===== src/rtl/eth_rx_pkg.sv =====
// Shared definitions for the MII receive sequencer: one-hot phase
// encoding, preamble/SFD nibble values and the phase-to-strobe decode.
package eth_rx_pkg;

    localparam int STATE_W      = 9;

    localparam int IDX_IDLE     = 0;
    localparam int IDX_PREAMBLE = 1;
    localparam int IDX_SFD      = 2;
    localparam int IDX_DA       = 3;
    localparam int IDX_SA       = 4;
    localparam int IDX_LENGTH   = 5;
    localparam int IDX_DATA0    = 6;
    localparam int IDX_DATA1    = 7;
    localparam int IDX_DROP     = 8;

    // Bit positions inside the two-bit StateData strobe
    localparam int DATA_LO_BIT  = 0;
    localparam int DATA_HI_BIT  = 1;

    localparam logic [3:0] NIB_PREAMBLE = 4'h5;
    localparam logic [3:0] NIB_SFD      = 4'hD;

    typedef enum logic [STATE_W-1:0] {
        ST_IDLE     = 9'b1 << IDX_IDLE,
        ST_PREAMBLE = 9'b1 << IDX_PREAMBLE,
        ST_SFD      = 9'b1 << IDX_SFD,
        ST_DA       = 9'b1 << IDX_DA,
        ST_SA       = 9'b1 << IDX_SA,
        ST_LENGTH   = 9'b1 << IDX_LENGTH,
        ST_DATA0    = 9'b1 << IDX_DATA0,
        ST_DATA1    = 9'b1 << IDX_DATA1,
        ST_DROP     = 9'b1 << IDX_DROP
    } rxState_t;

    typedef struct packed {
        logic       idle;
        logic       preamble;
        logic       sfd;
        logic       da;
        logic       sa;
        logic       length;
        logic [1:0] data;
        logic       drop;
    } rxStrobes_t;

    // The state register is already one-hot, so each strobe is one bit of it
    function automatic rxStrobes_t decodeStrobes(input rxState_t st);
        rxStrobes_t s;
        s.idle     = st[IDX_IDLE];
        s.preamble = st[IDX_PREAMBLE];
        s.sfd      = st[IDX_SFD];
        s.da       = st[IDX_DA];
        s.sa       = st[IDX_SA];
        s.length   = st[IDX_LENGTH];
        s.data     = {st[IDX_DATA1], st[IDX_DATA0]};
        s.drop     = st[IDX_DROP];
        return s;
    endfunction

endpackage


===== src/rtl/eth_rx_byteasm.sv =====
// Nibble-to-byte assembler for the receive data phase. The low nibble is
// held while the sequencer is in DATA0; the byte is completed and flagged
// valid when the high nibble arrives in DATA1. A low nibble left over at
// end of frame never reaches RxData.
module eth_rx_byteasm
    import eth_rx_pkg::*;
(
    input  logic       MRxClk,
    input  logic       Reset,
    input  logic       MRxDV,
    input  logic [3:0] MRxD,
    input  logic [1:0] StateData,
    output logic [7:0] RxData,
    output logic       RxValid,
    output logic       RxStartFrm
);

    logic [3:0] lowNib_p0;
    logic       firstByte;

    logic lowNibEn;
    logic byteDone;

    assign lowNibEn = StateData[DATA_LO_BIT] & MRxDV;
    assign byteDone = StateData[DATA_HI_BIT] & MRxDV;

    // Latch nibbles, emit the byte one cycle after its high nibble, and
    // mark the first byte of each data phase with RxStartFrm
    always_ff @(posedge MRxClk or posedge Reset) begin
        if (Reset) begin
            lowNib_p0  <= 4'h0;
            RxData     <= 8'h00;
            RxValid    <= 1'b0;
            RxStartFrm <= 1'b0;
            firstByte  <= 1'b1;
        end else begin
            RxValid    <= byteDone;
            RxStartFrm <= byteDone & firstByte;
            if (lowNibEn) begin
                lowNib_p0 <= MRxD;
            end
            if (byteDone) begin
                RxData <= {MRxD, lowNib_p0};
            end
            // Re-arm outside the data phase (IDLE, DROP, or the header)
            if (StateData == 2'b00) begin
                firstByte <= 1'b1;
            end else if (byteDone) begin
                firstByte <= 1'b0;
            end
        end
    end

endmodule


===== src/rtl/eth_rxsequencer.sv =====
// MII receive frame sequencer. Walks each nibble stream through preamble,
// SFD, address, length/type and data phases, drives the one-hot phase
// strobes for the receive counter block and reports frame start, end,
// abort and oversize events.
module eth_rxsequencer
    import eth_rx_pkg::*;
#(
    parameter bit IFG_CHECK = 1'b1
) (
    input  logic       MRxClk,
    input  logic       Reset,
    input  logic       MRxDV,
    input  logic [3:0] MRxD,
    input  logic       Transmitting,
    input  logic       IFGCounterEq24,
    input  logic       ByteCntEq1,
    input  logic       ByteCntEq5,
    input  logic       ByteCntMaxFrame,
    input  logic       Rx_NibCnt,
    output logic       StateIdle,
    output logic       StatePreamble,
    output logic       StateSFD,
    output logic       StateDA,
    output logic       StateSA,
    output logic       StateLength,
    output logic [1:0] StateData,
    output logic       StateDrop,
    output logic       MRxDEq5,
    output logic       MRxDEqD,
    output logic [7:0] RxData,
    output logic       RxValid,
    output logic       RxStartFrm,
    output logic       RxEndFrm,
    output logic       RxAbort,
    output logic       RxTooLong
);

    rxState_t   state;
    rxStrobes_t strobes;
    logic       ifgOk;

    assign MRxDEq5 = (MRxD == NIB_PREAMBLE);
    assign MRxDEqD = (MRxD == NIB_SFD);

    // With the gap check disabled an SFD is accepted regardless of the IFG flag
    assign ifgOk = IFGCounterEq24 | ~IFG_CHECK;

    // Phase register plus the status pulses that accompany its transitions
    always_ff @(posedge MRxClk or posedge Reset) begin
        if (Reset) begin
            state     <= ST_DROP;
            RxEndFrm  <= 1'b0;
            RxAbort   <= 1'b0;
            RxTooLong <= 1'b0;
        end else begin
            RxEndFrm  <= 1'b0;
            RxAbort   <= 1'b0;
            RxTooLong <= 1'b0;
            unique case (state)
                ST_IDLE: begin
                    if (MRxDV & (Transmitting | ~MRxDEq5)) begin
                        state <= ST_DROP;
                    end else if (MRxDV & MRxDEq5) begin
                        state <= ST_PREAMBLE;
                    end
                end
                ST_PREAMBLE: begin
                    if (~MRxDV) begin
                        state <= ST_IDLE;
                    end else if (MRxDEqD & ifgOk) begin
                        state <= ST_SFD;
                    end else if (MRxDEqD | ~MRxDEq5) begin
                        state <= ST_DROP;
                    end
                end
                ST_SFD: begin
                    if (~MRxDV) begin
                        state   <= ST_IDLE;
                        RxAbort <= 1'b1;
                    end else if (ByteCntEq1) begin
                        state <= ST_DA;
                    end
                end
                ST_DA: begin
                    if (~MRxDV) begin
                        state   <= ST_IDLE;
                        RxAbort <= 1'b1;
                    end else if (ByteCntEq5 & Rx_NibCnt) begin
                        state <= ST_SA;
                    end
                end
                ST_SA: begin
                    if (~MRxDV) begin
                        state   <= ST_IDLE;
                        RxAbort <= 1'b1;
                    end else if (ByteCntEq5 & Rx_NibCnt) begin
                        state <= ST_LENGTH;
                    end
                end
                ST_LENGTH: begin
                    if (~MRxDV) begin
                        state   <= ST_IDLE;
                        RxAbort <= 1'b1;
                    end else if (ByteCntEq1 & Rx_NibCnt) begin
                        state <= ST_DATA0;
                    end
                end
                ST_DATA0: begin
                    if (~MRxDV) begin
                        state    <= ST_IDLE;
                        RxEndFrm <= 1'b1;
                    end else begin
                        state <= ST_DATA1;
                    end
                end
                ST_DATA1: begin
                    // End of frame takes precedence over the length limit
                    if (~MRxDV) begin
                        state    <= ST_IDLE;
                        RxEndFrm <= 1'b1;
                    end else if (ByteCntMaxFrame) begin
                        state     <= ST_DROP;
                        RxTooLong <= 1'b1;
                    end else begin
                        state <= ST_DATA0;
                    end
                end
                ST_DROP: begin
                    if (~MRxDV & IFGCounterEq24) begin
                        state <= ST_IDLE;
                    end
                end
                default: begin
                    state <= ST_DROP;
                end
            endcase
        end
    end

    assign strobes       = decodeStrobes(state);
    assign StateIdle     = strobes.idle;
    assign StatePreamble = strobes.preamble;
    assign StateSFD      = strobes.sfd;
    assign StateDA       = strobes.da;
    assign StateSA       = strobes.sa;
    assign StateLength   = strobes.length;
    assign StateData     = strobes.data;
    assign StateDrop     = strobes.drop;

    eth_rx_byteasm u_byteasm (
        .MRxClk     (MRxClk),
        .Reset      (Reset),
        .MRxDV      (MRxDV),
        .MRxD       (MRxD),
        .StateData  (StateData),
        .RxData     (RxData),
        .RxValid    (RxValid),
        .RxStartFrm (RxStartFrm)
    );

endmodule


===== config.mk =====
export PLATFORM = sky130hd
export DESIGN_NAME = eth_rxsequencer
export DESIGN_NICKNAME = d
export VERILOG_FILES = /design/src/rtl/eth_rx_pkg.sv /design/src/rtl/eth_rx_byteasm.sv /design/src/rtl/eth_rxsequencer.sv
export SDC_FILE = /design/constraint.sdc
export NUM_CORES = 1
export LEC_CHECK = 0
export CAP_MARGIN = 20
export CORE_AREA = 3 3 57 59
export DETAILED_ROUTE_END_ITERATION = 10
export DIE_AREA = 0 0 60 62
export PLACE_DENSITY_LB_ADDON = 0.05
export SYNTH_ARGS = -nofsm -noshare
export SYNTH_HDL_FRONTEND = slang
export SYNTH_HIERARCHICAL = 1
export SYNTH_SLANG_ARGS = --single-unit
export TNS_END_PERCENT = 100

===== constraint.sdc =====
create_clock -name MRxClk -period 4.29 [get_ports MRxClk]
set_input_delay 1.0725 -clock MRxClk [delete_from_list [all_inputs] [get_ports MRxClk]]
set_output_delay 1.0725 -clock MRxClk [all_outputs]
set_load 0.05 [all_outputs]

==> results of run 1 <==
[power by group]
| group | internal (mW) | switching (mW) | leakage, nW |
|---|---|---|---|
| combinational | 0.0867 | 0.126 | 0.437 |
| sequential | 0.267 | 0.0209 | 0.370 |
| clock | 0.0356 | 0.0762 | 0.0139 |
[critical path: cells and delay by family]
family / cells / cell delay, ps
simple gates: 1 / 260
buf+inv: 3 / 1390
[layout make-up]
class / count / area [µm²] / area share
Tap cell: 31 / 38.79 / 0.02090
Timing Repair Buffer: 36 / 360.3 / 0.1942
Clock inverter: 1 / 7.507 / 0.004046
Sequential cell: 27 / 678.2 / 0.3655
Inverter: 6 / 22.52 / 0.01214
Clock buffer: 3 / 22.52 / 0.01214
Multi-Input combinational cell: 97 / 725.7 / 0.3911
[synth_stat cells (3+ instances only)]
library cell	instances	share of area
xor2_1	3	0.018
mux2_2	12	0.093
nor2_1	11	0.028
a21oi_1	4	0.014
nor3_1	4	0.014
dfrtp_1	25	0.43
nand2_1	4	0.010
nand3_1	7	0.024
and3_1	4	0.017
nor2b_1	3	0.013
o21ai_0	8	0.028
inv_1	6	0.015
[cells by family after synthesis]
family / count (synthesis) / synth area share
compound gates: 25 / 0.1307
flops: 27 / 0.4660
simple gates: 55 / 0.2408
buf+inv: 11 / 0.03525
mux: 13 / 0.1032
xor+xnor: 4 / 0.02408
[final timing paths]
path / end / depth (start not counted) / startpoint
setup / recovery: MRxDEq5 / 4 / MRxD[1]
setup reg to reg: state[3] / 5 / state[4]
max in group asynchronous: u_byteasm/firstByte / 2 / Reset
hold / removal: u_byteasm/firstByte / 2 / u_byteasm/firstByte
min in group asynchronous: state[7] / 2 / Reset
hold reg to reg: u_byteasm/firstByte / 2 / u_byteasm/firstByte
[sequential cells by signal, summed over array words and instances, names as in the netlist]
signal	count
u_byteasm/RxData	8
RxEndFrm	1
u_byteasm/RxStartFrm	1
RxAbort	1
state	9
RxTooLong	1
u_byteasm/RxValid	1
u_byteasm/firstByte	1
u_byteasm/lowNib_p0	4
[routing by layer]
layer / GRT usage / vias up
met5: 0 / -
met4: 0.06329 / 0
met3: 0.03512 / 4
met2: 0.2994 / 51
met1: 0.2913 / 563
li1: - / 568
==> qor.yml, run 1 <==
die_h_um: 62
critPathMaxFanout: 4
power_density_nw_per_um2: 330.4
synthFlopType: "dfrtp_1"
layout_common_cells: "clkdlybuf4s50_1 (36), dfrtp_1 (25), mux2_2 (12)"
htreeDepth: 1
fin_tns_setup_ps: 0
post-place-ws_ps: 506.4
drive_above_1_share: 0.1706
placedCellCount: 197
ys_seq_area_frac: 0.4660
routedWlPerCell_um: 16.88
hpwl_mm: 2.479
startpoint_type: "primary input"
clkTransAtPathRegs_ps: 150
num_io_pins: 37
final.period_utilization: 0.8866
grt_pass1_vias: 1121
post-route-util: 0.6729
clock_latency_ps: 320
synthCells: 135
setup_violations: 0
start_util: 0.5277
rsz0062_at_grt: "no"
dr.pass1.iters: 4
grt_usage: 0.1987
gp_congestion: 0.8883
worstSetupPathType: "primary input to primary output"
cts_sinks: 27
cts_tree: "yes"
whs_ps: 507.2
max-slew-margin-rel: 0.6191
dr_wl_met2_mm: 1.592
synth-edff-count: 0
synth_warnings: 6
clock_path_buffers: 2
critPathMostFrequentCell: "clkdlybuf4s50_1"
post_cts_buffers: 0
min_period_ps: 3803
postSynthAreaPerCell_um2: 10.78
fillers: 220
ant_nets: 0
die_area_um2: 3720
yosys.cell_types.count: 48
fin_worst_skew_ps: 1.577
area_growth_pct: 27.52
status: "completed"
cts_buffers: 3
worstPathCellList: "clkdlybuf4s50_1 -> nand4bb_1 -> inv_1 -> clkdlybuf4s50_1"
drv_cap: 0
wl_met3_um: 229
final_nets: 184
cts_resized: 0
place.port_buffers: 36
cts_hold_buffers: 0
slowest_delay_ps: 810
reg2reg_slack_ps: 2000
mostFrequentLayoutCell: "clkdlybuf4s50_1"
synth_async_sr_flop_share: 1.000
dpl_cell_area_um2: 1826
drtIter0Drc: 62
synth_seq_cells: 27
wl_met1_mm: 1.548
antenna_cells: 0
fmax_mhz: 262.9
fin_cells: 201
cts-root-buf: "clkbuf_4"
highest_layer: "met4"
wirelength_mm: 3.392
vias: 1186
grt_max_degree: 17
power_mw: 0.6130
antenna_found_initial: 0
grt_pass1_wl_mm: 5.520
vdd_drop_max_mv: 0.3310
vias_per_cell: 5.900
synth_nets: 148
hp-class: "flip-flop to flip-flop"
tightest_slew_ps: 569.6
rows: 19
core_um2: 2758
synth_area_um2: 1455
slew_violations: 0
critPathCaptureType: "primary output"
die_w_um: 60
crit_required_ps: 3220
cpMaxStageDelayCell: "clkdlybuf4s50_1"
grt-ovfl-total: 0
p_leak_nw: 0.8205
setup_ws_ps: 486.5
fin_area_um2: 1856
cp.arrival_ps: 2730
drc: 0
hold_viol: 0
Power figures use the tool's default switching activity.
==> inputs of run 2 (changes only) <==
--- a/config.mk
+++ b/config.mk
@@ -10,6 +10,7 @@
 export DETAILED_ROUTE_END_ITERATION = 10
 export DIE_AREA = 0 0 60 62
 export PLACE_DENSITY_LB_ADDON = 0.05
+export REMOVE_ABC_BUFFERS = 1
 export SYNTH_ARGS = -nofsm -noshare
 export SYNTH_HDL_FRONTEND = slang
 export SYNTH_HIERARCHICAL = 1
==> qor.yml, run 2 (synthesis gave the netlist of run 1 again) <==
hpwl_mm: 2.372  # -4.3%
num_io_pins: 37  # unchanged
ant_nets: 0  # unchanged
min_period_ps: 3796  # -7.669 ps
rsz0062_at_grt: "no"
fillers: 221  # +0.45%
hold_viol: 0  # unchanged
clock_latency_ps: 330  # about the same
fmax_mhz: 263.5  # +0.20%
grt_max_degree: 18  # +1
largest_reg_flops: 9  # unchanged
grt_pass1_wl_mm: 5.264  # -4.6%
cts_tree: "yes"
clkPwrFrac: 0.193  # +0.011
vias: 1177  # -0.76%
place.port_buffers: 36  # unchanged
grt_pass1_vias: 1096  # -2.2%
htreeDepth: 1  # unchanged
grt_usage: 0.1918  # -0.006933
p_leak_nw: 0.8249  # +0.53%
p_sw_frac: 0.3664  # +0.001823
drtIter0Drc: 61  # -1.6%
antenna_found_initial: 0  # unchanged
die_area_um2: 3720  # unchanged
dr.pass1.iters: 4  # unchanged
critPathMaxFanout: 4  # unchanged
grt-ovfl-total: 0  # unchanged
power_frac_comb: 0.342  # -0.006
drc: 0  # unchanged
setup_violations: 0  # unchanged
final.period_utilization: 0.8848  # -0.001788
p_seq_frac: 0.465  # -0.005
final_nets: 184  # unchanged
area_growth_pct: 27.60  # about the same
cts_sinks: 27  # unchanged
clkTransAtPathRegs_ps: 160  # about the same
core_um2: 2758  # unchanged
drive_above_1_share: 0.1706  # unchanged
cts-root-buf: "clkbuf_4"
fin_worst_skew_ps: 5.430  # +3.853 ps
cts_resized: 0  # unchanged
die_w_um: 60  # unchanged
top_regs: "state (9), u_byteasm/RxData (8), u_byteasm/lowNib_p0 (4)"
max-slew-margin-rel: 0.6353  # +0.01628
rows: 19  # unchanged
whs_ps: 513.6  # +6.360 ps
hp-class: "flip-flop to flip-flop"
clock_path_buffers: 2  # unchanged
mostFrequentLayoutCell: "clkdlybuf4s50_1"
post-place-ws_ps: 499.6  # -6.885 ps
drv_cap: 0  # unchanged
wirelength_mm: 3.195  # -5.8%
routedWlPerCell_um: 15.90  # -5.8%
critPathCaptureType: "primary output"
cts_hold_buffers: 0  # unchanged
p_sw_mw: 0.2268  # +1.5%
status: "completed"
largest_register: "state"
critPathMostFrequentCell: "clkdlybuf4s50_1"
slew_violations: 0  # unchanged
worstSetupPathType: "primary input to primary output"
power_density_nw_per_um2: 333.3  # +0.88%
path_buf_inv: 3  # unchanged
fin_tns_setup_ps: 0  # unchanged
cp.arrival_ps: 2720  # about the same
p_int_mw: 0.3921  # +0.66%
cts_buffers: 3  # unchanged
post_cts_buffers: 0  # unchanged
post-route-util: 0.6733  # about the same
slowest_delay_ps: 810  # about the same
setup_ws_ps: 494.2  # +7.669 ps
worstPathCellList: "clkdlybuf4s50_1 -> nand4bb_1 -> inv_1 -> clkdlybuf4s50_1"
cp_top_family: "buffers and inverters"
die_h_um: 62  # unchanged
gp_congestion: 0.8879  # about the same
vdd_drop_max_mv: 0.4545  # +37%
start_util: 0.5277  # unchanged
antenna_cells: 0  # unchanged
cpMaxStageDelayCell: "clkdlybuf4s50_1"
vias_per_cell: 5.856  # -0.76%
tightest_slew_ps: 546.4  # -23.24 ps
startpoint_type: "primary input"
layout_common_cells: "clkdlybuf4s50_1 (36), dfrtp_1 (25), mux2_2 (12)"
crit_required_ps: 3220  # about the same
[run 2: tightest hold or removal path: cells and delay by family, from the launching register on]
family | cells | cell delay [ps]
compound gates | 1 | 60
flops | 1 | 410
simple gates | 1 | 60
[run 2: worst paths after layout]
path,start,endpoint,slack [ps],cells after the start
max reg2reg,state[4],state[3],1980,5
max,MRxD[1],MRxDEq5,490,4
min,u_byteasm/firstByte,u_byteasm/firstByte,510,2
min in group asynchronous,Reset,state[7],1050,2
min reg2reg,u_byteasm/firstByte,u_byteasm/firstByte,510,2
max in group asynchronous,Reset,u_byteasm/firstByte,2840,2
[run 2: through the flow]
stage	power (mW)	instances	instance area, µm²
final	0.6189	201	1857
after global routing	0.6556	201	1857
after CTS	0.6235	201	1857
after detailed placement	0.5014	197	1826
after global placement	0.4976	197	1826
after floorplan	0.4391	130	1426
[run 2: power by group through the flow]
stage	Combinational, mW	Sequential, mW	Clock (mW)
floorplan	0.120	0.319	0
global placement	0.205	0.292	0
detailed placement	0.210	0.292	0
CTS	0.210	0.288	0.126
global route	0.225	0.290	0.140
finish	0.212	0.288	0.119
[run 2: cell type report]
type	instances	area, µm²	share of cell area
Timing Repair Buffer	36	360.3	0.1941
Tap cell	31	38.79	0.02089
Clock buffer	3	22.52	0.01213
Sequential cell	27	678.2	0.3652
Multi-Input combinational cell	97	725.7	0.3908
Clock inverter	1	8.758	0.004717
Inverter	6	22.52	0.01213
[run 2: metal layers]
| metal | up-vias | global-route usage | part of all wire |
|---|---|---|---|
| li1 | 570 | - | - |
| met1 | 549 | 0.2746 | 0.46 |
| met2 | 54 | 0.2824 | 0.44 |
| met3 | 4 | 0.03926 | 0.085 |
| met4 | 0 | 0.08228 | 0.011 |
| met5 | - | 0 | 0 |
==> inputs of run 3 (changes only) <==
--- a/config.mk
+++ b/config.mk
@@ -5,10 +5,11 @@
 export SDC_FILE = /design/constraint.sdc
 export NUM_CORES = 1
 export LEC_CHECK = 0
+export ABC_AREA = 1
 export CAP_MARGIN = 20
-export CORE_AREA = 3 3 57 59
+export CORE_AREA = 3 3 60 62
 export DETAILED_ROUTE_END_ITERATION = 10
-export DIE_AREA = 0 0 60 62
+export DIE_AREA = 0 0 63 65
 export PLACE_DENSITY_LB_ADDON = 0.05
 export REMOVE_ABC_BUFFERS = 1
 export SYNTH_ARGS = -nofsm -noshare
==> constraint.sdc (replaced) <==
create_clock -name MRxClk -period 4.9 [get_ports MRxClk]
set_input_delay 1.225 -clock MRxClk [delete_from_list [all_inputs] [get_ports MRxClk]]
set_output_delay 1.225 -clock MRxClk [all_outputs]
set_load 0.05 [all_outputs]
==> qor.yml, run 3 <==
synth_top_family_by_area: "simple AND/OR/NAND/NOR gates"
max-slew-margin-rel: 0.5759  # -0.05946
yosys.cell_types.count: 23  # -52%
hp-class: "flip-flop to flip-flop"
whs_ps: 494.8  # -18.80 ps
worstPathCellList: "clkdlybuf4s50_1 -> nand2_1 -> nor2_1 -> clkdlybuf4s50_1"
cts_sinks: 27  # unchanged
routedWlPerCell_um: 11.88  # -25%
power_density_nw_per_um2: 297.1  # -11%
final.period_utilization: 0.8440
post-place-ws_ps: 785.2  # +285.6 ps
startpoint_type: "primary input"
clkTransAtPathRegs_ps: 150  # about the same
die_w_um: 63  # +5.0%
antenna_cells: 0  # unchanged
synth_area_leaders: "dfrtp_1 (38%), nand2_1 (15%), inv_1 (7.6%)"
cp.arrival_ps: 2910  # +190 ps
min_period_ps: 4135
dr.pass1.iters: 4  # unchanged
slew_violations: 0  # unchanged
synth_area_um2: 1635  # +12%
grt_usage: 0.1889  # -0.002874
die_h_um: 65  # +4.8%
mostFrequentLayoutCell: "nand2_1"
layout_common_cells: "nand2_1 (67), clkdlybuf4s50_1 (36), inv_1 (33)"
grt_pass1_wl_mm: 6.210  # +18%
critPathMostFrequentCell: "clkdlybuf4s50_1"
largest_reg_flops: 9  # unchanged
vdd_drop_max_mv: 0.3191  # -30%
vias_per_cell: 4.968  # -15%
synthAdderAreaFrac: 0  # unchanged
core_um2: 3078  # +12%
cts_tree: "yes"
largest_register: "state"
drc: 0  # unchanged
ys_seq_area_frac: 0.4147  # -0.05135
cts_buffers: 3  # unchanged
hold_viol: 0  # unchanged
ant_nets: 0  # unchanged
setup_violations: 0  # unchanged
vias: 1530  # +30%
rows: 20  # +1
synth_seq_cells: 27  # unchanged
grt_max_degree: 17  # -1
synthSimpleGateAreaFrac: 0.4132  # +0.1724
synth_commonest_cells: "nand2_1 (67), inv_1 (33), nor2_1 (29)"
yosysMostFrequentCell: "nand2_1"
rsz0062_at_grt: "no"
htreeDepth: 1  # unchanged
setup_ws_ps: 764.6  # +270.4 ps
gp_congestion: 0.8559  # -3.6%
fillers: 293  # +33%
wirelength_mm: 3.659  # +15%
antenna_found_initial: 0  # unchanged
synth_xor_area_frac: 0  # -0.02408
synthCells: 227  # +68%
cts-root-buf: "clkbuf_4"
fmax_mhz: 241.8
place.port_buffers: 36  # unchanged
post-route-util: 0.6671  # -0.006248
hpwl_mm: 2.896  # +22%
critPathMaxFanout: 3  # -1
worstSetupPathType: "primary input to primary output"
critPathCaptureType: "primary output"
fin_worst_skew_ps: 0.9462  # -4.484 ps
crit_required_ps: 3670  # +450 ps
cpMaxStageDelayCell: "clkdlybuf4s50_1"
synth.area.mux_share: 0  # -0.1032
cts_resized: 0  # unchanged
synth-edff-count: 0  # unchanged
fin_tns_setup_ps: 0  # unchanged
area_growth_pct: 25.55
die_area_um2: 4095  # +10%
grt_pass1_vias: 1399  # +28%
status: "completed"
grt-ovfl-total: 0  # unchanged
synthFlopType: "dfrtp_1"
drtIter0Drc: 66  # +8.2%
synth_async_sr_flop_share: 1.000  # unchanged
postSynthAreaPerCell_um2: 7.204  # -33%
drive_above_1_share: 0.1136  # -0.05695
final_nets: 278  # +51%
yosysTopAreaCell: "dfrtp_1"
top_regs: "state (9), u_byteasm/RxData (8), u_byteasm/lowNib_p0 (4)"
p_leak_nw: 1.064  # +29%
start_util: 0.5313  # +0.003624
cts_hold_buffers: 0  # unchanged
drv_cap: 0  # unchanged
post-synth-top-area-fraction: 0.3826  # -0.04737
num_io_pins: 37  # unchanged
slowest_delay_ps: 860  # +50 ps
synth_warnings: 6  # unchanged
path_buf_inv: 2  # -1
post_cts_buffers: 0  # unchanged
clock_path_buffers: 2  # unchanged
clock_latency_ps: 330  # about the same
cp_top_family: "buffers and inverters"
tightest_slew_ps: 634.2  # +87.80 ps
synth-compound-area-share: 0.07269  # -0.05801
## run 3: per-stage QoR
step,total power [mW],std cells,cell area [µm²]
after floorplan,0.4439,224,1608
after global placement,0.5091,304,2023
after detailed placement,0.5111,304,2023
after CTS,0.6124,308,2053
after global routing,0.6489,308,2053
final,0.6100,308,2053
## run 3: worst paths after layout
path | cells after the start | slack, ps | startpoint | to
max | 4 | 760 | MRxD[0] | MRxDEq5
min | 2 | 490 | u_byteasm/RxData[3] | u_byteasm/RxData[3]
max reg2reg | 9 | 3270 | state[4] | state[0]
min reg2reg | 2 | 490 | u_byteasm/RxData[3] | u_byteasm/RxData[3]
max in group asynchronous | 2 | 3280 | Reset | u_byteasm/firstByte
min in group asynchronous | 2 | 1210 | Reset | RxAbort
## run 3: worst register-to-register path, cell delays in order, from the launching register on
cell and delay [ps]:
dfrtp_1 480, nor2_2 240, nand2_4 140, nor2_4 140
o21ai_0 210, nand3_1 130, nand2_1 50, nand2_1 80
nand2_1 50, nand2_1 70
## run 3: area by class of cell
| cell class | count | area, µm² | area share |
|---|---|---|---|
| Clock buffer | 3 | 22.52 | 0.01097 |
| Clock inverter | 1 | 7.507 | 0.003656 |
| Inverter | 36 | 135.1 | 0.06581 |
| Multi-Input combinational cell | 161 | 794.5 | 0.3870 |
| Sequential cell | 27 | 678.2 | 0.3303 |
| Tap cell | 44 | 55.05 | 0.02681 |
| Timing Repair Buffer | 36 | 360.3 | 0.1755 |
## run 3: cells by family after synthesis
| logic type | after synthesis |
|---|---|
| and+or+nand+nor | 141 |
| buffers and inverters | 39 |
| AOI/OAI and AO/OA | 20 |
| DFF | 27 |
## run 3: report_power, final
| part | total [mW] | leakage, nW | switching (mW) | internal [mW] |
|---|---|---|---|---|
| clock network | 0.101 | 0.0139 | 0.0694 | 0.0312 |
| logic | 0.263 | 0.683 | 0.177 | 0.0858 |
| registers | 0.246 | 0.367 | 0.0102 | 0.236 |
## run 3: routing by layer
metal  share of wire  GRT usage  vias to the layer above
li1                -          -                      787
met1            0.50     0.2632                      678
met2            0.44     0.3149                       57
met3           0.054    0.02773                        8
met4          0.0093    0.03306                        0
met5               0          0                        -
==> patch 1 (settings of run 2) <==
Change the package constant `STATE_W` from 9 to 18.
--- a/src/rtl/eth_rx_pkg.sv
+++ b/src/rtl/eth_rx_pkg.sv
@@ -2,7 +2,7 @@
 // encoding, preamble/SFD nibble values and the phase-to-strobe decode.
 package eth_rx_pkg;
 
-    localparam int STATE_W      = 9;
+    localparam int STATE_W      = 18;
 
     localparam int IDX_IDLE     = 0;
     localparam int IDX_PREAMBLE = 1;
Behaviour: same outputs for any inputs over 10 cycles, from zero or initial values and one cycle with Reset high; that may be too few to reach the edited logic, so the function may still have changed.
==> patch 1 against run 2 <==
Final area fell by 0.20%; setup slack better by 44 ps; power up 5.3%; sequential share of layout area increased by 0.074 points; wire length up 3.8%; final cell count is 3.0% higher; via count rose by 6.5%; sequential cell count did not move; clock skew fell by 3.1 ps; global-route usage increased by 0.53 points; highest routed layer unchanged; area after synthesis did not move.
==> patch 1: results (changes against run 2) <==
P_leak=0.836 nW (+1.4%); DR vias/cell=6.05 (+3.4%); number of buffers on the longest clock path=2 (unchanged); clk root buf=clkbuf_4; cts bufs inserted=3 (unchanged); DRT Wirelength=3320 um (+3.8%); Synth area leaders=dfrtp_1 (43%), mux2_2 (9.3%), dfstp_2 (3.6%), nor2_1 (2.6%), a21oi_1 (2.4%); Peak VDD IR=0.371 mV (-18%); layout cells sized above 1=14.8% (-2.3 points); Avg Inst Size Synth=10.3 sq um (-4.3%); post-synth cell types=47 (-2.1%); internal reg-to-reg setup slack=2010 ps (+30 ps); GRT Resource Usage Total=19.7% (+0.53 points); largest registers=state x9, u_byteasm/RxData x8, u_byteasm/lowNib_p0 x4; post_cts resized=0 (unchanged); multiplexer share of the synthesized area=10.1% (-0.26 points); Seq/Total Area, Yosys=46.6% (unchanged); top post-synthesis cells by count=dfrtp_1 (25), mux2_2 (12), nor2_1 (10); hold endpoint=u_byteasm/firstByte$_DFFE_PP1P_; Skew-Pair Late Insertion Delay=330 ps (about the same); r2r startpoint=state[2]$_DFFE_PP0P_; Hold Crit Start=u_byteasm/firstByte$_DFFE_PP1P_; Worst Max-Slew Pin Slew=613 ps (+66.4 ps); initial antenna violation count=0 (unchanged); Int Pwr=404 uW (+2.9%); hold buffers post-CTS=0 (unchanged); Layout Nets=190 (+3.3%); clock slew at reported path FFs=160 ps (about the same); R2R cell count=5 (unchanged); status=finished clean; first-pass GRT wire length=5530 um (+5.1%); Port-buffer cells=36 (unchanged); largest fanout on the critical path=4 (unchanged); Tot Pwr=652 uW (+5.3%); routability cong.=0.834 (-6.0%); Cells after DPL=203 (+3.0%); Synth Area in Compound Gates=13.3% (+0.26 points); worst r2r dst=state[0]$_DFFE_PP0P_; xor and xnor area share after synthesis=2.41% (unchanged); Post-Synth Adder-Cell Area=0% (unchanged); largest family of logic cells by synthesized area=simple AND/OR/NAND/NOR gates; number of global-route vias before repair=1,115 (+1.7%); fin cells=207 (+3.0%); async set-reset flop share out of synthesis=100% (unchanged); H-tree depth=1 (unchanged); Iter 0 DRT Violations=72 (+18%); Area after DPL=1820 sq um (-0.21%); hpwl dp=2430 um (+2.5%); Worst Clk Skew=2.33 ps (-3.10 ps)
[patch 1: how the worst max path moves through the flow]
stage	from	to	depth (start not counted)
after floorplan	MRxD[3]	MRxDEq5	1
after global placement	MRxD[1]	MRxDEqD	3
after detailed placement	MRxD[1]	MRxDEqD	3
after CTS	MRxD[1]	MRxDEqD	3
after global routing	MRxD[1]	MRxDEqD	3
final	MRxD[3]	MRxDEqD	3
[patch 1: final cells by class]
class	count	area, sq um
Clock inverter	1	8.76
Clock buffer	3	22.5
Multi-Input combinational cell	102	717
Fill cell	231	905
Sequential cell	27	678
Timing Repair Buffer	37	365
Inverter	6	22.5
Tap cell	31	38.8
[patch 1: layer usage]
layer | global-route usage (%) | share of wire [%]
met1 | 30.1 | 46
met2 | 29.6 | 46
met3 | 2.48 | 7.1
met4 | 4.75 | 1.1
met5 | 0 | 0
[patch 1: critical path, stage by stage]
cell	delay [ps]
clkdlybuf4s50_1	530
and4b_1	260
clkdlybuf4s50_1	820
[patch 1: power by group through the flow]
stage / clock network [mW] / logic, mW / registers [mW]
4_1_cts: 0.121 / 0.233 / 0.294
2_1_floorplan: 0 / 0.131 / 0.328
5_1_grt: 0.130 / 0.256 / 0.299
3_3_place_gp: 0 / 0.227 / 0.298
6_report: 0.120 / 0.235 / 0.296
3_5_place_dp: 0 / 0.231 / 0.300
[patch 1: through the flow]
stage,setup WS (ps),hold slack [ps]
2_1_floorplan,438,469
3_3_place_gp,568,475
3_5_place_dp,533,481
4_1_cts,536,504
5_1_grt,484,519
6_report,538,505
==> patch 2 (settings of run 2) <==
Without the edit above. Register the input `MRxDV` before use, without a reset. The logic sees it one clock later. The other inputs are not delayed to match.
--- a/src/rtl/eth_rxsequencer.sv
+++ b/src/rtl/eth_rxsequencer.sv
@@ -35,6 +35,12 @@
     output logic       RxTooLong
 );
 
+    logic MRxDV_q;
+
+    always_ff @(posedge MRxClk) begin
+        MRxDV_q <= MRxDV;
+    end
+
     rxState_t   state;
     rxStrobes_t strobes;
     logic       ifgOk;
@@ -58,14 +64,14 @@
             RxTooLong <= 1'b0;
             unique case (state)
                 ST_IDLE: begin
-                    if (MRxDV & (Transmitting | ~MRxDEq5)) begin
+                    if (MRxDV_q & (Transmitting | ~MRxDEq5)) begin
                         state <= ST_DROP;
-                    end else if (MRxDV & MRxDEq5) begin
+                    end else if (MRxDV_q & MRxDEq5) begin
                         state <= ST_PREAMBLE;
                     end
                 end
                 ST_PREAMBLE: begin
-                    if (~MRxDV) begin
+                    if (~MRxDV_q) begin
                         state <= ST_IDLE;
                     end else if (MRxDEqD & ifgOk) begin
                         state <= ST_SFD;
@@ -74,7 +80,7 @@
                     end
                 end
                 ST_SFD: begin
-                    if (~MRxDV) begin
+                    if (~MRxDV_q) begin
                         state   <= ST_IDLE;
                         RxAbort <= 1'b1;
                     end else if (ByteCntEq1) begin
@@ -82,7 +88,7 @@
                     end
                 end
                 ST_DA: begin
-                    if (~MRxDV) begin
+                    if (~MRxDV_q) begin
                         state   <= ST_IDLE;
                         RxAbort <= 1'b1;
                     end else if (ByteCntEq5 & Rx_NibCnt) begin
@@ -90,7 +96,7 @@
                     end
                 end
                 ST_SA: begin
-                    if (~MRxDV) begin
+                    if (~MRxDV_q) begin
                         state   <= ST_IDLE;
                         RxAbort <= 1'b1;
                     end else if (ByteCntEq5 & Rx_NibCnt) begin
@@ -98,7 +104,7 @@
                     end
                 end
                 ST_LENGTH: begin
-                    if (~MRxDV) begin
+                    if (~MRxDV_q) begin
                         state   <= ST_IDLE;
                         RxAbort <= 1'b1;
                     end else if (ByteCntEq1 & Rx_NibCnt) begin
@@ -106,7 +112,7 @@
                     end
                 end
                 ST_DATA0: begin
-                    if (~MRxDV) begin
+                    if (~MRxDV_q) begin
                         state    <= ST_IDLE;
                         RxEndFrm <= 1'b1;
                     end else begin
@@ -115,7 +121,7 @@
                 end
                 ST_DATA1: begin
                     // End of frame takes precedence over the length limit
-                    if (~MRxDV) begin
+                    if (~MRxDV_q) begin
                         state    <= ST_IDLE;
                         RxEndFrm <= 1'b1;
                     end else if (ByteCntMaxFrame) begin
@@ -126,7 +132,7 @@
                     end
                 end
                 ST_DROP: begin
-                    if (~MRxDV & IFGCounterEq24) begin
+                    if (~MRxDV_q & IFGCounterEq24) begin
                         state <= ST_IDLE;
                     end
                 end
@@ -150,7 +156,7 @@
     eth_rx_byteasm u_byteasm (
         .MRxClk     (MRxClk),
         .Reset      (Reset),
-        .MRxDV      (MRxDV),
+        .MRxDV      (MRxDV_q),
         .MRxD       (MRxD),
         .StateData  (StateData),
         .RxData     (RxData),
Function: changed (Yosys sat finds a counterexample within 4 cycles, from zero or initial values and one cycle with Reset high).
==> patch 2 against run 2 <==
First-iteration DRC count down 9.8%; power up 19%; wire length up 3.0%; synthesized cell count unchanged; sequential cell count up 1; setup slack worse by 44 ps; fmax down 1.1%; final area up 3.2%; die area unchanged; count of clock-buffer cells in the layout unchanged; area after synthesis up 3.0%; utilization up 2.2 points; sequential share of layout area down 0.10 points; highest routed layer unchanged.
==> patch 2: results (changes against run 2) <==
Peak VDD IR=0.316 mV (-30%); largest net degree at the start of global routing=21 (+3); number of global-route vias before repair=1,178 (+7.5%); r2r startpoint=MRxDV_q$_DFF_P_; Avg Inst Size Synth=11.1 sq um (+3.0%); clk root buf=clkbuf_4; internal reg-to-reg setup slack=2250 ps (+270 ps); P_leak=0.854 nW (+3.5%); Power Density=383 nW/um^2 (+15%); status=finished clean; layout cells sized above 1=16.5% (-0.59 points); hpwl dp=2460 um (+3.6%); Iter 0 DRT Violations=55 (-9.8%); Synth area leaders=dfrtp_1 (42%), mux2_2 (9.0%), dfstp_2 (3.5%), and3_1 (2.5%), nand3_1 (2.3%); largest fanout on the critical path=5 (+1); WP data arrival=2770 ps (+50 ps); worst r2r dst=state[5]$_DFFE_PP0P_; Area after DPL=1860 sq um (+2.1%); DR vias/cell=6.06 (+3.6%); routability cong.=0.852 (-4.1%); Routed met1 length=1540 um (+4.6%); DRT Wirelength=3290 um (+3.0%); DR WL met2=1490 um (+5.9%); GRT Resource Usage Total=19.8% (+0.61 points); clock slew at reported path FFs=140 ps (-20 ps); grt met2 use=31.0% (+2.8 points); Seq/Total Area, Yosys=46.6% (about the same); met3 wire len=212 um (-22%); net switching fraction of the power=34.7% (-2.0 points); Worst Clk Skew=2.95 ps (-2.48 ps)
[patch 2: critical path: cells and delay by family]
kind	cells	cell delay [ps]
AND/OR/NAND/NOR	1	300
buffers and inverters	3	1390
[patch 2: cell type report]
type	instances	area (sq um)	area share, %
clock buffer	3	22.5	1.17
clock inverter	1	30.0	1.57
tap	31	38.8	2.02
inverter	7	26.3	1.37
sequential	28	698	36.4
timing repair buffer	36	360	18.8
multi-input combinational	95	741	38.6
[patch 2: logic make-up (layout without fill, tap and decap cells)]
| group | count (synthesis) | in the layout | share of synthesized area (%) |
|---|---|---|---|
| buffers and inverters | 12 | 47 | 4.01 |
| AO/OA/AOI/OAI | 20 | 20 | 11.0 |
| XOR/XNOR | 3 | 3 | 1.75 |
| flip-flops | 28 | 28 | 46.6 |
| multiplexers | 12 | 12 | 9.02 |
| AND/OR/NAND/NOR | 60 | 60 | 27.6 |
